`src/rtl/uart_controller_v2.sv`:
```
// uart_controller_v2: register-mapped UART with FIFOs, programmable divisor, parity, sticky errors, irq and loopback
module uart_fifo #(
  parameter int DEPTH = 16,
  parameter int AW = $clog2(DEPTH)
) (
  input  logic         clk,
  input  logic         rst,
  input  logic         push,
  input  logic         pop,
  input  logic [7:0]   din,
  output logic [7:0]   dout,
  output logic [AW:0]  count,
  output logic         full,
  output logic         empty
);
  logic [7:0] mem_q [DEPTH];
  logic [AW-1:0] wp_q, rp_q;
  logic [AW:0] cnt_q;
  logic do_push, do_pop;
  assign full = cnt_q == (AW+1)'(DEPTH);
  assign empty = cnt_q == '0;
  assign do_push = push && !full;
  assign do_pop = pop && !empty;
  assign dout = mem_q[rp_q];
  assign count = cnt_q;
  always_ff @(posedge clk) if (do_push) mem_q[wp_q] <= din;
  always_ff @(posedge clk or posedge rst)
    if (rst) begin
      wp_q <= '0;
      rp_q <= '0;
      cnt_q <= '0;
    end else begin
      wp_q <= wp_q + AW'(do_push);
      rp_q <= rp_q + AW'(do_pop);
      cnt_q <= cnt_q + (AW+1)'(do_push) - (AW+1)'(do_pop);
    end
endmodule

module uart_controller_v2 #(
  parameter int FIFO_DEPTH = 16,
  parameter int CLOCK_FREQUENCY = 50_000_000,
  parameter int BAUD_RATE = 19200
) (
  input  logic        clk,
  input  logic        rst,
  input  logic [1:0]  addr,
  input  logic        wr_en,
  input  logic        rd_en,
  input  logic [15:0] data,
  output logic [15:0] data_out,
  input  logic        rx,
  output logic        tx,
  output logic        irq
);
  localparam int AW = $clog2(FIFO_DEPTH);
  localparam logic [15:0] DEFAULT_DIVISOR = 16'(CLOCK_FREQUENCY / BAUD_RATE - 1);
  typedef enum logic [2:0] {S_IDLE, S_START, S_DATA, S_PAR, S_STOP, S_WAIT} state_e;
  logic [5:0] ctrl_q;
  logic [15:0] div_q, data_out_q, status, rd_mux;
  logic [3:0] flags_q, flags_d, w1c;
  logic irq_q, irq_d, tx_idle, txovf_set, ovr_set, ferr_set, perr_set;
  logic [7:0] tx_head, rx_head;
  logic [AW:0] tx_count, rx_count;
  logic tx_full, tx_empty, rx_full, rx_empty, tx_pop, rx_push;
  state_e tx_st_q, tx_st_d, rx_st_q, rx_st_d;
  logic [15:0] tx_cnt_q, tx_cnt_d, tx_div_q, tx_div_d, rx_cnt_q, rx_cnt_d, rx_div_q, rx_div_d, rx_half_m1;
  logic [2:0] tx_bit_q, tx_bit_d, rx_bit_q, rx_bit_d;
  logic [7:0] tx_sh_q, tx_sh_d, rx_sh_q, rx_sh_d;
  logic tx_par_q, tx_par_d, tx_pen_q, tx_pen_d, rx_pen_q, rx_pen_d, rx_podd_q, rx_podd_d;
  logic tx_done, tx_line, rx_src, rx_s1_q, rx_s2_q, rx_s3_q, smp;
  uart_fifo #(.DEPTH(FIFO_DEPTH)) u_txf (.clk(clk), .rst(rst), .push(wr_en && addr == 2'd0), .pop(tx_pop),
    .din(data[7:0]), .dout(tx_head), .count(tx_count), .full(tx_full), .empty(tx_empty));
  uart_fifo #(.DEPTH(FIFO_DEPTH)) u_rxf (.clk(clk), .rst(rst), .push(rx_push), .pop(rd_en && addr == 2'd0),
    .din(rx_sh_q), .dout(rx_head), .count(rx_count), .full(rx_full), .empty(rx_empty));
  assign tx_idle = tx_empty && tx_st_q == S_IDLE;
  assign status = {8'(rx_count), 1'b0, flags_q, !rx_empty, tx_idle, !tx_full};
  assign rd_mux = addr == 2'd0 ? (rx_empty ? 16'h0 : {8'h0, rx_head}) :
                  addr == 2'd1 ? status : addr == 2'd2 ? {10'h0, ctrl_q} : div_q;
  assign w1c = (wr_en && addr == 2'd1) ? data[6:3] : 4'h0;
  assign txovf_set = wr_en && addr == 2'd0 && tx_full;
  assign flags_d = (flags_q & ~w1c) | {txovf_set, perr_set, ferr_set, ovr_set};
  assign irq_d = (ctrl_q[2] && !rx_empty) || (ctrl_q[3] && tx_idle) || (ctrl_q[4] && |flags_q);
  assign data_out = data_out_q;
  assign irq = irq_q;
  always_ff @(posedge clk or posedge rst)
    if (rst) begin
      ctrl_q <= '0;
      div_q <= DEFAULT_DIVISOR;
      data_out_q <= '0;
      flags_q <= '0;
      irq_q <= 1'b0;
    end else begin
      if (wr_en && addr == 2'd2) ctrl_q <= data[5:0];
      if (wr_en && addr == 2'd3) div_q <= data < 16'd3 ? 16'd3 : data;
      if (rd_en) data_out_q <= rd_mux;
      flags_q <= flags_d;
      irq_q <= irq_d;
    end
  assign tx_done = tx_cnt_q == tx_div_q;
  assign tx_line = tx_st_q == S_START ? 1'b0 : tx_st_q == S_DATA ? tx_sh_q[0] : tx_st_q == S_PAR ? tx_par_q : 1'b1;
  assign tx = ctrl_q[5] | tx_line;
  always_comb begin
    tx_st_d = tx_st_q;
    tx_cnt_d = tx_cnt_q + 16'd1;
    tx_div_d = tx_div_q;
    tx_bit_d = tx_bit_q;
    tx_sh_d = tx_sh_q;
    tx_par_d = tx_par_q;
    tx_pen_d = tx_pen_q;
    tx_pop = 1'b0;
    case (tx_st_q)
      S_IDLE: tx_cnt_d = '0;
      S_START: if (tx_done) begin tx_st_d = S_DATA; tx_cnt_d = '0; tx_bit_d = '0; end
      S_DATA: if (tx_done) begin
        tx_cnt_d = '0;
        tx_sh_d = tx_sh_q >> 1;
        tx_bit_d = tx_bit_q + 3'd1;
        if (tx_bit_q == 3'd7) tx_st_d = tx_pen_q ? S_PAR : S_STOP;
      end
      S_PAR: if (tx_done) begin tx_st_d = S_STOP; tx_cnt_d = '0; end
      S_STOP: if (tx_done) begin tx_st_d = S_IDLE; tx_cnt_d = '0; end
      default: tx_st_d = S_IDLE;
    endcase
    // the next frame starts straight out of the stop bit, so back-to-back frames have no idle gap
    if ((tx_st_q == S_IDLE || (tx_st_q == S_STOP && tx_done)) && !tx_empty) begin
      tx_pop = 1'b1;
      tx_st_d = S_START;
      tx_cnt_d = '0;
      tx_div_d = div_q;
      tx_sh_d = tx_head;
      tx_pen_d = ctrl_q[0];
      tx_par_d = ^tx_head ^ ctrl_q[1];
    end
  end
  always_ff @(posedge clk or posedge rst)
    if (rst) begin
      tx_st_q <= S_IDLE;
      tx_cnt_q <= '0;
      tx_div_q <= DEFAULT_DIVISOR;
      tx_bit_q <= '0;
      tx_sh_q <= '0;
      tx_par_q <= 1'b0;
      tx_pen_q <= 1'b0;
    end else begin
      tx_st_q <= tx_st_d;
      tx_cnt_q <= tx_cnt_d;
      tx_div_q <= tx_div_d;
      tx_bit_q <= tx_bit_d;
      tx_sh_q <= tx_sh_d;
      tx_par_q <= tx_par_d;
      tx_pen_q <= tx_pen_d;
    end
  assign rx_src = ctrl_q[5] ? tx_line : rx;
  assign rx_half_m1 = 16'(({1'b0, rx_div_q} + 17'd1) >> 1) - 16'd1;
  assign smp = rx_cnt_q == (rx_st_q == S_START ? rx_half_m1 : rx_div_q);
  always_comb begin
    rx_st_d = rx_st_q;
    rx_cnt_d = rx_cnt_q + 16'd1;
    rx_div_d = rx_div_q;
    rx_bit_d = rx_bit_q;
    rx_sh_d = rx_sh_q;
    rx_pen_d = rx_pen_q;
    rx_podd_d = rx_podd_q;
    rx_push = 1'b0;
    ovr_set = 1'b0;
    ferr_set = 1'b0;
    perr_set = 1'b0;
    case (rx_st_q)
      S_IDLE: begin
        rx_cnt_d = '0;
        if (rx_s3_q && !rx_s2_q) begin
          rx_st_d = S_START;
          rx_div_d = div_q;
          rx_pen_d = ctrl_q[0];
          rx_podd_d = ctrl_q[1];
        end
      end
      S_START: if (smp) begin rx_cnt_d = '0; rx_bit_d = '0; rx_st_d = rx_s2_q ? S_IDLE : S_DATA; end
      S_DATA: if (smp) begin
        rx_cnt_d = '0;
        rx_sh_d = {rx_s2_q, rx_sh_q[7:1]};
        rx_bit_d = rx_bit_q + 3'd1;
        if (rx_bit_q == 3'd7) rx_st_d = rx_pen_q ? S_PAR : S_STOP;
      end
      S_PAR: if (smp) begin
        rx_cnt_d = '0;
        perr_set = rx_s2_q != (^rx_sh_q ^ rx_podd_q);
        rx_st_d = S_STOP;
      end
      S_STOP: if (smp) begin
        rx_cnt_d = '0;
        rx_push = rx_s2_q;
        ovr_set = rx_s2_q && rx_full;
        ferr_set = !rx_s2_q;
        rx_st_d = rx_s2_q ? S_IDLE : S_WAIT;
      end
      S_WAIT: begin rx_cnt_d = '0; if (rx_s2_q) rx_st_d = S_IDLE; end
      default: rx_st_d = S_IDLE;
    endcase
  end
  always_ff @(posedge clk or posedge rst)
    if (rst) begin
      {rx_s1_q, rx_s2_q, rx_s3_q} <= 3'b111;
      rx_st_q <= S_IDLE;
      rx_cnt_q <= '0;
      rx_div_q <= DEFAULT_DIVISOR;
      rx_bit_q <= '0;
      rx_sh_q <= '0;
      rx_pen_q <= 1'b0;
      rx_podd_q <= 1'b0;
    end else begin
      {rx_s1_q, rx_s2_q, rx_s3_q} <= {rx_src, rx_s1_q, rx_s2_q};
      rx_st_q <= rx_st_d;
      rx_cnt_q <= rx_cnt_d;
      rx_div_q <= rx_div_d;
      rx_bit_q <= rx_bit_d;
      rx_sh_q <= rx_sh_d;
      rx_pen_q <= rx_pen_d;
      rx_podd_q <= rx_podd_d;
    end
endmodule

```
`config.mk`:
```
export PLATFORM = sky130hd
export DESIGN_NAME = uart_controller_v2
export DESIGN_NICKNAME = d
export VERILOG_FILES = /design/src/rtl/uart_controller_v2.sv
export SDC_FILE = /design/constraint.sdc
export NUM_CORES = 1
export LEC_CHECK = 0
export BUFFER_PORTS_ARGS = -buffer_cell sky130_fd_sc_hd__buf_2
export CORE_MARGIN = 5
export CORE_UTILIZATION = 30
export DETAILED_ROUTE_END_ITERATION = 16
export SLEW_MARGIN = 40
export SYNTH_ARGS = -nofsm -noshare
export SYNTH_HDL_FRONTEND = slang
export SYNTH_SLANG_ARGS = --single-unit
export TNS_END_PERCENT = 1
```
`constraint.sdc`:
```
create_clock -name clk -period 4.85 [get_ports clk]
set_input_delay 0.485 -clock clk [delete_from_list [all_inputs] [get_ports clk]]
set_output_delay 0.485 -clock clk [all_outputs]
set_load 0.02 [all_outputs]
```
==> flow_summary.toml, run 1 <==
[run_status]
status = "completed"

[power_and_ir_drop]
power_leakage_nw = 7.96
switchingPower_mw = 4.01
p_per_area_nw_per_um2 = 564
clk_pwr_share_pct = 30.5
power.internal_mw = 8.46
sw_frac_of_total_pct = 32.2
irDropWorstVdd_mv = 0.241
seq_power_share_pct = 41.1
combinationalPowerShare_pct = 28.4

[drt]
postRouteWirelength_um = 45400
route.met2.wl_um = 21600
highest-signal-layer = "met5"
route.met3.wl_um = 2740
detail_route.vias_per_cell = 4.98
route.detailed.wl_per_inst_um = 20.3
final_antenna_net_count = 0
wl_met1_um = 20000
detail_route.drc_violations = 0
drt-initial-drc-count = 779
detail_route.first_pass.iterations = 5
dr_total_vias = 11100

[global_routing]
grt_util_overall_pct = 12.9
gr-total-overflow = 0
first_global_vias = 11200
grt_pass1_wl_um = 70100
grt_start_max_net_pins = 86
grt_antenna_before_repair = 4

[worst_setup_path]
cp-startpoint = "rx_div_q[0]$_DFFE_PP1P_"
critical_path.endpoint_type = "flop"
r2r_start = "rx_div_q[0]$_DFFE_PP1P_"
critical_path.most_common_cell = "buf_4"
worst_r2r_path_depth = 12
critical_path.max_fanout = 16
startpoint_type = "flop"
timing.reg2reg.setup_slack_ns = 0.23
crit_path_buffers_inverters = 2
critical_path_arrival_ns = 4.91
r2r_end = "u_rxf.mem_q[8][0]$_DFFE_PP_"
timing.critical_path.slowest_stage_cell = "dfstp_2"
crit_path_max_incr_delay_ns = 0.63
crit_type = "reg2reg"
worst_path_dominant_cell_family = "simple AND/OR/NAND/NOR gates"
ordered_list_of_cells_on_the_worst_path = "ha_1 > nand3_1 > nor3_2 > mux2i_2 > and4_1 > mux2i_1 > nor4_4 > nand3_2 > or3_1 > buf_4 > nor4_1 > buf_4"
required_ns = 5.14

[cts]
cts_tree = "yes"
insertion_delay_ns = 0.58
cts_setup_buffers = 0
root_buffer = "clkbuf_16"
cts_buffer_depth = 3
clock-sinks = 424
clock_transition_at_the_registers_of_the_reported_paths_ns = 0.06
htree_num_levels = 2
tritoncts.num_buffers = 46

[sta]
fin_worst_skew_ns = 0.0223
timing.slew.headroom_pct = 44.0
worst_pin_slew_ns = 0.836
fin_setup_tns_ns = 0
post-route-period-util_pct = 95.3
finalCriticalPeriod_ns = 4.62
drv_slew = 0
fmaxAchievable_mhz = 216
hold_violations = 0
setup_viol_count_final = 0

[synthesis]
synth-async-reset-ratio_pct = 39.6
number_of_flops_mapped_to_enable_cells_by_yosys = 256
synth_cells = 1302
fraction_of_post_synthesis_cell_area_in_the_top_cell_type_by_area_pct = 40.3
primary_flip_flop_cell_chosen_by_synthesis_mapping = "edfxtp_1"
seq_area_frac_synth_pct = 62.4
syn_area_um2 = 19100
netlist.top_cell.by_area = "edfxtp_1"
cell_with_the_most_instances_after_synthesis = "edfxtp_1"
yosys-top-cells-count = "edfxtp_1, dfrtp_1, nor2_1, mux4_2, xnor2_1"
synth_seq_cells = 424
netlist_cell_types = 76
syn_nets = 1355
syn_avg_cell_area_um2 = 14.7
synthTopCellsByArea = "edfxtp_1, dfrtp_1, mux4_2"
ys_warn_count = 0

[floorplan]
die_area_um2 = 68800
die_span_in_y_um = 262
core_area_um2 = 63100
boundaryPins = 41
start_util_pct = 30.3
fp.dieW_um = 262
placementRows = 92

[worst_hold_path]
min_path_cells = 3
min-delay-path-class = "in2reg"
whs_endpoint = "rx_s1_q$_DFF_PP1_"
hold_path.startpoint = "rx"

[job]
drv.max_cap_violation_count = 0

[placement]
port_buffers = 40
dpl-instance-area_um2 = 20400
dp_hpwl_um = 31000
gp_congestion = 0.906

[cells_and_area]
fin_area_um2 = 22100
fill_cells = 6079
net_count_reported_at_finish = 1407
areaGrowthSynthToFinish_pct = 15.8
post_route_cells_drive_above_1_share_pct = 25.4
-- worst max-delay path by stage --
stage                             endpoint  slack (ns)  cells after the start
2_1_floorplan  u_rxf.mem_q[1][0]$_DFFE_PP_        0.36                     12
3_3_place_gp   u_rxf.mem_q[8][5]$_DFFE_PP_        0.30                     12
3_5_place_dp   u_rxf.mem_q[8][0]$_DFFE_PP_        0.14                     12
4_1_cts        u_rxf.mem_q[8][0]$_DFFE_PP_        0.12                     12
5_1_grt        u_rxf.mem_q[8][0]$_DFFE_PP_      -0.005                     12
6_report       u_rxf.mem_q[8][0]$_DFFE_PP_        0.23                     12
-- worst min-delay path, stage by stage --
cell     delay, ns
buf_2         0.10
nor2_1        0.07
a21oi_1       0.05
-- per-layer routing --
metal | GRT usage [%] | vias to the layer above
li1 | - | 5025
met1 | 17.9 | 5731
met2 | 20.7 | 314
met3 | 2.88 | 73
met4 | 3.59 | 4
met5 | 0 | -
-- power by group through the flow --
| stage | sequential [mW] | combinational, mW | clock (mW) |
|---|---|---|---|
| 2_1_floorplan | 4.66 | 3.12 | 0 |
| 6_report | 5.12 | 3.54 | 3.81 |
| 5_1_grt | 5.22 | 3.87 | 4.06 |
| 3_5_place_dp | 5.19 | 3.54 | 0 |
| 4_1_cts | 5.12 | 3.55 | 3.91 |
| 3_3_place_gp | 5.18 | 3.49 | 0 |
-- timing repair --
action / 4_1_cts / 5_1_grt
gates resized for setup: 0 / 3
hold buffers: 1 / 0
endpoints found under the setup margin: 0 / 129
endpoints found under the hold margin: 10 / 0
-- sequential cells by signal, indices dropped and copies added (netlist names), 16 cells and up --
signal,flops
u_txf.mem_q,128
tx_cnt_q,16
u_rxf.mem_q,128
tx_div_q,16
data_out,16
div_q,16
rx_cnt_q,16
rx_div_q,16
-- cell type report --
class | instances | area [um^2] | share of cell area, %
Clock buffer | 59 | 1290 | 5.85
Timing Repair Buffer | 82 | 551 | 2.49
Antenna cell | 1 | 2.50 | 0.0113
Sequential cell | 424 | 11900 | 54.0
Multi-Input combinational cell | 753 | 6720 | 30.4
Inverter | 47 | 180 | 0.815
Tap cell | 846 | 1060 | 4.79
Clock inverter | 27 | 372 | 1.68
-- kinds of logic after synthesis --
family          Yosys count  share of synthesized area (%)
flops                   424                           62.4
simple gates            299                           7.97
fa+ha+maj                31                           2.10
xor+xnor                123                           5.71
buf+inv                 125                           2.71
mux                     161                           14.1
compound gates          139                           5.00
-- placed cells by master (no fill, tap or decap), types with 5 or more instances in the layout --
master | synthesis | routed
a211oi_1 | 5 | 5
a21oi_1 | 22 | 22
a31oi_1 | 8 | 8
and3_1 | 12 | 12
buf_2 | 8 | 40
buf_4 | 0 | 39
bufinv_16 | 0 | 8
clkbuf_1 | 58 | 7
clkbuf_16 | 0 | 49
clkinv_2 | 0 | 8
dfrtp_1 | 147 | 139
dfrtp_2 | 0 | 7
dfstp_2 | 21 | 21
edfxtp_1 | 256 | 256
ha_1 | 28 | 28
inv_1 | 46 | 45
mux2_1 | 7 | 7
mux2_2 | 58 | 58
mux2i_1 | 16 | 15
mux4_2 | 80 | 80
nand2_1 | 55 | 55
nand2b_1 | 8 | 8
nand3_1 | 31 | 31
nand3b_1 | 6 | 6
nand4_1 | 16 | 16
nor2_1 | 86 | 78
nor2_2 | 0 | 8
nor2b_1 | 6 | 6
nor3_1 | 29 | 27
nor4_1 | 22 | 20
o2111ai_1 | 6 | 6
o211ai_1 | 5 | 5
o21a_1 | 5 | 5
o21ai_0 | 32 | 32
o22ai_1 | 15 | 15
xnor2_1 | 70 | 70
xor2_1 | 52 | 52
-- metrics by stage --
| step | std cells | hold WS, ns | utilization [%] | total power, mW | worst slack (ns) |
|---|---|---|---|---|---|
| after global routing | 2238 | 0.144 | 35.0 | 13.2 | -0.00452 |
| final | 2239 | 0.140 | 35.0 | 12.5 | 0.228 |
| after detailed placement | 2151 | 0.387 | 32.3 | 8.73 | 0.142 |
| after CTS | 2238 | 0.115 | 35.0 | 12.6 | 0.120 |
| after global placement | 2150 | 0.399 | 32.2 | 8.66 | 0.298 |
| after floorplan | 1302 | 0.345 | - | 7.79 | 0.355 |
Note: power is estimated with default switching activity, not from simulation.
==> inputs of run 2 (changes only) <==
--- a/config.mk
+++ b/config.mk
@@ -8,6 +8,7 @@
 export BUFFER_PORTS_ARGS = -buffer_cell sky130_fd_sc_hd__buf_2
 export CORE_MARGIN = 5
 export CORE_UTILIZATION = 30
+export CTS_BUF_LIST = sky130_fd_sc_hd__clkbuf_8 sky130_fd_sc_hd__clkbuf_16
 export DETAILED_ROUTE_END_ITERATION = 16
 export SLEW_MARGIN = 40
 export SYNTH_ARGS = -nofsm -noshare
==> flow_summary.toml, run 2 (synthesized netlist as in run 1, its figures left out) <==
[run_status]
status = "completed"

[floorplan]
core_area_um2 = 63100
start_util_pct = 30.3
placementRows = 92
fp.dieW_um = 262
boundaryPins = 41
die_span_in_y_um = 262
die_area_um2 = 68800

[cts]
root_buffer = "clkbuf_16"
insertion_delay_ns = 0.58
htree_num_levels = 2
cts_buffer_depth = 3
tritoncts.num_buffers = 46
cts_tree = "yes"
clock_transition_at_the_registers_of_the_reported_paths_ns = 0.06
clock-sinks = 424

[cells_and_area]
final_core_util_pct = 35.0
areaGrowthSynthToFinish_pct = 15.8
biggestRegsByFlops = "u_rxf.mem_q: 128 flops, u_txf.mem_q: 128 flops"
net_count_reported_at_finish = 1407
post_layout_nonfiller_instances = 2239
fin_area_um2 = 22100
post_route_cells_drive_above_1_share_pct = 25.4
layout_commonest_cell = "edfxtp_1"
mostFrequentLayoutCells = "edfxtp_1, dfrtp_1, mux4_2"
fill_cells = 6079

[worst_setup_path]
worst_r2r_path_depth = 12
timing.critical_path.slowest_stage_cell = "dfstp_2"
crit_path_max_incr_delay_ns = 0.63
critical_path.endpoint_type = "flop"
critical_path.max_fanout = 16
startpoint_type = "flop"
cp-startpoint = "rx_div_q[0]$_DFFE_PP1P_"
crit_type = "reg2reg"
r2r_start = "rx_div_q[0]$_DFFE_PP1P_"
required_ns = 5.14
worstSetupEndpoint = "u_rxf.mem_q[8][0]$_DFFE_PP_"
timing.reg2reg.setup_slack_ns = 0.24
critical_path_arrival_ns = 4.90
critical_path.most_common_cell = "buf_4"
ordered_list_of_cells_on_the_worst_path = "ha_1 > nand3_1 > nor3_2 > mux2i_2 > and4_1 > mux2i_1 > nor4_4 > nand3_2 > or3_1 > buf_4 > nor4_1 > buf_4"
r2r_end = "u_rxf.mem_q[8][0]$_DFFE_PP_"

[drt]
postRouteWirelength_um = 45400
route.met2.wl_um = 21600
wl_met1_um = 20200
detail_route.first_pass.iterations = 5
dr_total_vias = 11100
final_antenna_net_count = 0
detail_route.vias_per_cell = 4.97
drt-initial-drc-count = 765
highest-signal-layer = "met5"
route.detailed.wl_per_inst_um = 20.3
detail_route.drc_violations = 0
route.met3.wl_um = 2620

[sta]
postLayoutSetupSlackWorst_ns = 0.237
hold_violations = 0
setup_viol_count_final = 0
timing.slew.headroom_pct = 44.2
finalCriticalPeriod_ns = 4.61
fmaxAchievable_mhz = 217
worst_pin_slew_ns = 0.838
fin_worst_skew_ns = 0.0237
holdWs_ns = 0.141
drv_slew = 0
post-route-period-util_pct = 95.1

[global_routing]
grt_pass1_wl_um = 70100
grt_start_max_net_pins = 86
grt_util_overall_pct = 12.9
first_global_vias = 11200
gr-total-overflow = 0
grt_antenna_before_repair = 4

[placement]
dp_cells = 2151
dp_worst_setup_slack_ns = 0.142
port_buffers = 40
gp_congestion = 0.906
dp_hpwl_um = 31000
dpl-instance-area_um2 = 20400

[power_and_ir_drop]
p_per_area_nw_per_um2 = 563
irDropWorstVdd_mv = 0.241
power_leakage_nw = 7.99

[job]
drv.max_cap_violation_count = 0

[worst_hold_path]
min-delay-path-class = "in2reg"
[run 2: changes by cell type in the layout (fill, tap and decap cells not counted), sizes merged]
| cell | delta |
|---|---|
| inv | +7 |
| clkbuf | -7 |
[run 2: power breakdown]
group	switching [mW]	total (mW)	leakage, nW	internal [mW]
Combinational	1.76	3.54	2.74	1.78
Sequential	0.777	5.12	4.40	4.34
Clock	1.48	3.79	0.841	2.32
[run 2: how the worst min path moves through the flow]
stage / start / slack [ns] / cells after the start / to
6_report: rx / 0.14 / 3 / rx_s1_q$_DFF_PP1_
5_1_grt: rx / 0.14 / 3 / rx_s1_q$_DFF_PP1_
4_1_cts: rx / 0.12 / 3 / rx_s1_q$_DFF_PP1_
3_5_place_dp: rx_s1_q$_DFF_PP1_ / 0.39 / 0 / rx_s2_q$_DFF_PP1_
3_3_place_gp: rx_s1_q$_DFF_PP1_ / 0.40 / 0 / rx_s2_q$_DFF_PP1_
2_1_floorplan: rx_s1_q$_DFF_PP1_ / 0.35 / 0 / rx_s2_q$_DFF_PP1_
[run 2: final cells by class]
| type | count | area, um^2 | area share [%] |
|---|---|---|---|
| Sequential cell | 424 | 11900 | 54.0 |
| Clock buffer | 52 | 1270 | 5.73 |
| Inverter | 47 | 180 | 0.815 |
| Tap cell | 846 | 1060 | 4.79 |
| Clock inverter | 34 | 398 | 1.80 |
| Antenna cell | 1 | 2.50 | 0.0113 |
| Timing Repair Buffer | 82 | 551 | 2.49 |
| Multi-Input combinational cell | 753 | 6720 | 30.4 |
[run 2: metal layers]
metal  track usage [%]  vias to the layer above
met1              17.9                     5723
met2              20.7                      293
met3              2.88                       75
met5                 0                        -
li1                  -                     5024
met4              3.59                        4
[run 2: through the flow]
| stage | setup TNS (ns) | power, mW |
|---|---|---|
| after floorplan | 0 | 7.79 |
| after global placement | 0 | 8.66 |
| after detailed placement | 0 | 8.73 |
| after CTS | 0 | 12.6 |
| after global routing | -0.00452 | 13.1 |
| final | 0 | 12.5 |
[run 2: worst max-delay path, delay by kind of cell (launching register included)]
family,cells,cell delay [ns]
and+or+nand+nor,7,2.35
DFF,1,0.63
muxes,2,0.54
buffers and inverters,2,0.45
adders and majority gates,1,0.33
[run 2: repair_timing]
| action | 4_1_cts | 5_1_grt |
|---|---|---|
| resized for setup | 0 | 3 |
| buffers inserted | 0 | 0 |
| setup endpoints to repair | 0 | 129 |
| endpoints found under the hold margin | 10 | 0 |
| hold buffers | 1 | 0 |
